### src/rtl/uart_tx.sv
// UART transmitter: byte FIFO behind a valid/ready handshake, serialised as
// start + 8 data bits (LSB first) + optional parity + stop on a registered tx.
module uart_tx #(
    parameter int CLOCK_HZ   = 10,
    parameter int BAUD_RATE  = 1,
    parameter int FIFO_DEPTH = 4,
    parameter int PARITY     = 0
) (
    input  logic                          clk,
    input  logic                          reset,
    input  logic                          valid,
    input  logic [7:0]                    data,
    output logic                          ready,
    output logic                          tx,
    output logic                          busy,
    output logic [$clog2(FIFO_DEPTH):0]   count
);

    localparam int CPB = CLOCK_HZ / BAUD_RATE;
    localparam int CW  = $clog2(CPB);
    localparam int AW  = $clog2(FIFO_DEPTH);

    localparam logic [2:0] S_IDLE   = 3'd0;
    localparam logic [2:0] S_START  = 3'd1;
    localparam logic [2:0] S_DATA   = 3'd2;
    localparam logic [2:0] S_PARITY = 3'd3;
    localparam logic [2:0] S_STOP   = 3'd4;

    logic [7:0]    mem [FIFO_DEPTH];
    logic [AW-1:0] wr_ptr, rd_ptr;
    logic [2:0]    state;
    logic [CW-1:0] baud_cnt;
    logic [7:0]    shift;
    logic [2:0]    bit_idx;
    logic          par_bit;
    logic          push, load, bit_end;

    assign ready   = !reset && (count != (AW+1)'(FIFO_DEPTH));
    assign push    = valid && ready;
    assign bit_end = (baud_cnt == CW'(CPB - 1));
    // A new frame starts either from idle or straight out of a finishing stop bit.
    assign load    = (count != '0) && ((state == S_IDLE) || (state == S_STOP && bit_end));
    assign busy    = (state != S_IDLE);

    always_ff @(posedge clk) begin
        if (push) mem[wr_ptr] <= data;
    end

    always_ff @(posedge clk or posedge reset) begin
        if (reset) begin
            wr_ptr <= '0;
            rd_ptr <= '0;
            count  <= '0;
        end else begin
            if (push) wr_ptr <= wr_ptr + 1'b1;
            if (load) rd_ptr <= rd_ptr + 1'b1;
            if (push && !load)      count <= count + 1'b1;
            else if (!push && load) count <= count - 1'b1;
        end
    end

    always_ff @(posedge clk or posedge reset) begin
        if (reset) begin
            state    <= S_IDLE;
            tx       <= 1'b1;
            baud_cnt <= '0;
            shift    <= '0;
            bit_idx  <= '0;
            par_bit  <= 1'b0;
        end else if (load) begin
            shift    <= mem[rd_ptr];
            par_bit  <= (^mem[rd_ptr]) ^ (PARITY == 2);
            baud_cnt <= '0;
            tx       <= 1'b0;
            state    <= S_START;
        end else if (state != S_IDLE) begin
            baud_cnt <= bit_end ? '0 : baud_cnt + 1'b1;
            if (bit_end) begin
                unique case (state)
                    S_START: begin
                        tx      <= shift[0];
                        bit_idx <= '0;
                        state   <= S_DATA;
                    end
                    S_DATA: begin
                        if (bit_idx != 3'd7) begin
                            shift   <= shift >> 1;
                            bit_idx <= bit_idx + 1'b1;
                            tx      <= shift[1];
                        end else if (PARITY != 0) begin
                            tx    <= par_bit;
                            state <= S_PARITY;
                        end else begin
                            tx    <= 1'b1;
                            state <= S_STOP;
                        end
                    end
                    S_PARITY: begin
                        tx    <= 1'b1;
                        state <= S_STOP;
                    end
                    S_STOP: begin
                        // FIFO empty here, otherwise load would have won.
                        tx    <= 1'b1;
                        state <= S_IDLE;
                    end
                    default: begin
                        tx    <= 1'b1;
                        state <= S_IDLE;
                    end
                endcase
            end
        end
    end

endmodule

### config.mk
export PLATFORM = sky130hd
export DESIGN_NAME = uart_tx
export DESIGN_NICKNAME = d
export VERILOG_FILES = /design/src/rtl/uart_tx.sv
export SDC_FILE = /design/constraint.sdc
export NUM_CORES = 1
export LEC_CHECK = 0
export ABC_AREA = 1
export ABC_CLOCK_PERIOD_IN_PS = 2100
export BUFFER_PORTS_ARGS = -buffer_cell sky130_fd_sc_hd__buf_4
export CORE_MARGIN = 2
export CORE_UTILIZATION = 45
export DETAILED_ROUTE_END_ITERATION = 16
export PLACE_DENSITY = 0.73
export SLEW_MARGIN = 0
export SYNTH_ARGS = -nofsm -noshare
export SYNTH_HDL_FRONTEND = slang
export SYNTH_SLANG_ARGS = --single-unit
### constraint.sdc
create_clock -name clk -period 2.1 [get_ports clk]
set_input_delay 0.42 -clock clk [delete_from_list [all_inputs] [get_ports clk]]
set_output_delay 0.42 -clock clk [all_outputs]
set_load 0.01 [all_outputs]
==> flow_metrics.env <==
export IMPL_run_status="finished, final reports clean"
export IMPL_path_cells="inv_2 -> ha_4 -> nand3b_4 -> nand2_2 -> nand2_2 -> ha_1 -> inv_2 -> fa_2 -> mux2_2"
export IMPL_syn_nets=320
export IMPL_hp_class="primary input to async pin"
export IMPL_synth_top_family_by_area="simple AND/OR/NAND/NOR gates"
export IMPL_start_kind="register"
export IMPL_clkPwrFrac_pct=21.5
export IMPL_fill_cells=544
export IMPL_seqCellArea_um2=1620
export IMPL_cts_setup_buffers=0
export IMPL_routed_wl_um=5070
export IMPL_cts_tree="yes"
export IMPL_ys_top_cells_by_area="edfxtp_1 (34%), dfrtp_1 (22%), nand2_1 (12%), inv_1 (6.2%), nand3_1 (4.9%)"
export IMPL_drc=0
export IMPL_finalWeightedCongestion=0.783
export IMPL_cts_max_level=3
export IMPL_vias=1971
export IMPL_syn_to_final_growth_pct=16.7
export IMPL_die_x_um=83.6
export IMPL_io_pins=17
export IMPL_p_leak_nw=1.59
export IMPL_grt_max_degree=27
export IMPL_clkTransAtPathRegs_ns=0.07
export IMPL_detail_route_antenna_nets=0
export IMPL_core_area_um2=6030
export IMPL_place_inst=396
export IMPL_multiInputGateArea_um2=1030
export IMPL_muxShareOfSynthArea_pct=0.395
export IMPL_synth_area_um2=2850
export IMPL_critPathSlowestCell="fa_2"
export IMPL_relSlewSlack_pct=76.0
export IMPL_tightest_slew_ns=0.360
export IMPL_rows=28
export IMPL_path_delay_family="adder cells"
export IMPL_diodes=0
export IMPL_layout_drive_gt1_share_pct=21.4
export IMPL_synthAdderAreaFrac_pct=4.66
export IMPL_numCtsBuffers=9
export IMPL_cp_data_required_time_ns=2.31
export IMPL_p_total_mw=4.59
export IMPL_avgSynthCellArea_um2=9.52
export IMPL_die_area_um2=6980
export IMPL_routed_via_density=4.78
export IMPL_ctsLongestPathBuffers=2
export IMPL_crit_fanout=3
export IMPL_die_h_um=83.6
export IMPL_max_stage_delay_ns=0.43
export IMPL_overflow=0
export IMPL_drt_wirelength_per_cell_um=12.3
export IMPL_hold_violations=0
export IMPL_synthCells=299
export IMPL_timing_fmax_ghz=0.504
export IMPL_p_int_mw=2.80
export IMPL_firstDrtPassIters=4
export IMPL_drv_cap=0
export IMPL_fin_crit_sh_pct=94.4
export IMPL_hpwl_um=3490
export IMPL_fin_tns_setup_ns=0
export IMPL_port_buffers=16
export IMPL_vdd_ir_drop_max_mv=0.841
export IMPL_drt_initial_drc_count=116
export IMPL_finalMaxSlewViolations=0
export IMPL_cts_resized=0
export IMPL_grt_pass1_vias=1952
export IMPL_fin_nets=353
export IMPL_power_frac_comb_pct=40.9
export IMPL_layoutNonFillerInstCount=412
export IMPL_synthXorXnorAreaFrac_pct=2.15
export IMPL_synthSimpleGateAreaFrac_pct=23.9
export IMPL_switchingPower_mw=1.79
export IMPL_synth_top_area_share_pct=33.7
export IMPL_crit_type="register to register"
export IMPL_synth_compound_area_share_pct=4.04
export IMPL_p_seq_share_pct=37.6
export IMPL_crit_arrival_ns=2.20
export IMPL_rsz0062_at_grt="no"
export IMPL_ys_ff_latch=58
export IMPL_grt_pass1_wl_um=8830
export IMPL_synth_distinct_cells=32
export IMPL_clock_skew_ns=0.00910
export IMPL_cts_num_sinks=58
export IMPL_ctsHoldBuffers=0
export IMPL_critPathCaptureType="register"
export IMPL_path_buf_inv=2
export IMPL_yosys_area_top_type="edfxtp_1"
export IMPL_powerDensity_nw_per_um2=1380
export IMPL_antenna_found_initial=0
export IMPL_setup_viol=0
export IMPL_clk_latency_ns=0.34
export IMPL_synth_seq_area_share_pct=56.6
export IMPL_ys_warnings_count=0
export IMPL_grt_usage_pct=16.2
export IMPL_switching_share_pct=39.0
export IMPL_fin_crit_ns=1.98
export IMPL_cts_root_buf="clkbuf_8"
export IMPL_start_util_pct=47.3
## layout by cell type (no fill, tap or decap), drive strengths merged, types with 9 or more instances in the layout
cell type / count
buf: 28
clkbuf: 11
dfrtp: 25
edfxtp: 32
ha: 9
inv: 49
nand2: 94
nand3: 29
nor2: 21
o21ai: 13
## worst paths after layout
kind	from	cells past startpoint	to	slack (ns)
min	reset	3	rd_ptr[1]	0.16
max reg2reg	baud_cnt[1]	9	count[1]	0.12
min reg2reg	shift[6]	2	shift[6]	0.48
max in group asynchronous	reset	3	tx	1.63
min in group clk	data[3]	1	mem[0][3]	0.28
max	baud_cnt[1]	9	count[1]	0.12
## cells by family (layout without fill, tap and decap cells)
kind of cell	count (synthesis)	count (layout)
fa+ha+maj	10	10
buf+inv	56	94
flops	58	58
mux	1	1
xor+xnor	7	7
simple gates	148	148
compound gates	19	19
## layout make-up
type | count | area share, %
Tap cell | 75 | 2.82
Multi-Input combinational cell | 185 | 30.9
Timing Repair Buffer | 28 | 6.33
Clock buffer | 11 | 3.95
Sequential cell | 58 | 48.6
Inverter | 50 | 5.65
Clock inverter | 5 | 1.69
## flip-flops by register name (all words and copies together), names as in the netlist
register  count
state         3
bit_idx       3
wr_ptr        2
count         3
rd_ptr        2
shift         8
baud_cnt      4
mem          32
tx            1
## tightest hold or removal path, delay by kind of cell
| kind | cells | cell delay (ns) |
|---|---|---|
| buffers and inverters | 3 | 0.48 |
## Yosys cell counts
| library cell | instances |
|---|---|
| nand2_1 | 89 |
| inv_1 | 47 |
| edfxtp_1 | 32 |
| nand3_1 | 28 |
| dfrtp_1 | 25 |
| nor2_1 | 15 |
| o21ai_0 | 12 |
| ha_1 | 9 |
| xor2_1 | 6 |
| a21oi_1 | 3 |
| buf_2 | 3 |
| nand2_4 | 3 |
| nor2_2 | 3 |
| nor2_4 | 3 |
| buf_6 | 2 |
| inv_2 | 2 |
| nand2_2 | 2 |
| a21oi_2 | 1 |
| a21oi_4 | 1 |
| buf_4 | 1 |
| clkinv_1 | 1 |
| dfstp_2 | 1 |
| fa_1 | 1 |
| mux2_2 | 1 |
| nand3_2 | 1 |
| nand3b_1 | 1 |
| nand3b_4 | 1 |
| nor3_1 | 1 |
| nor3_2 | 1 |
| o21ai_2 | 1 |
| o22ai_1 | 1 |
| xnor2_1 | 1 |
## power groups by stage
stage | logic, mW | registers (mW) | clock network (mW)
after global routing | 2.14 | 1.77 | 1.05
final | 1.88 | 1.73 | 0.986
after detailed placement | 1.85 | 1.74 | 0
after floorplan | 1.37 | 1.72 | 0
after CTS | 1.86 | 1.72 | 1.00
after global placement | 1.81 | 1.72 | 0
## per-stage QoR
step	util, %	setup WS, ns	hold WS [ns]	cell area, um2
5_1_grt	55.1	0.00237	0.207	3320
3_3_place_gp	51.7	0.130	0.456	3110
3_5_place_dp	51.7	0.0375	0.466	3110
4_1_cts	54.8	0.0256	0.158	3300
6_report	55.1	0.117	0.158	3320
2_1_floorplan	-	0.0249	0.442	2850
## layer usage
metal | wire length [um] | global-route usage [%] | vias to the layer above
li1 | - | - | 1010
met3 | 149 | 3.26 | 10
met2 | 2520 | 27.3 | 36
met1 | 2270 | 19.4 | 915
met5 | 0 | 0 | -
met4 | 131 | 9.38 | 0
Power figures use the tool's default switching activity.
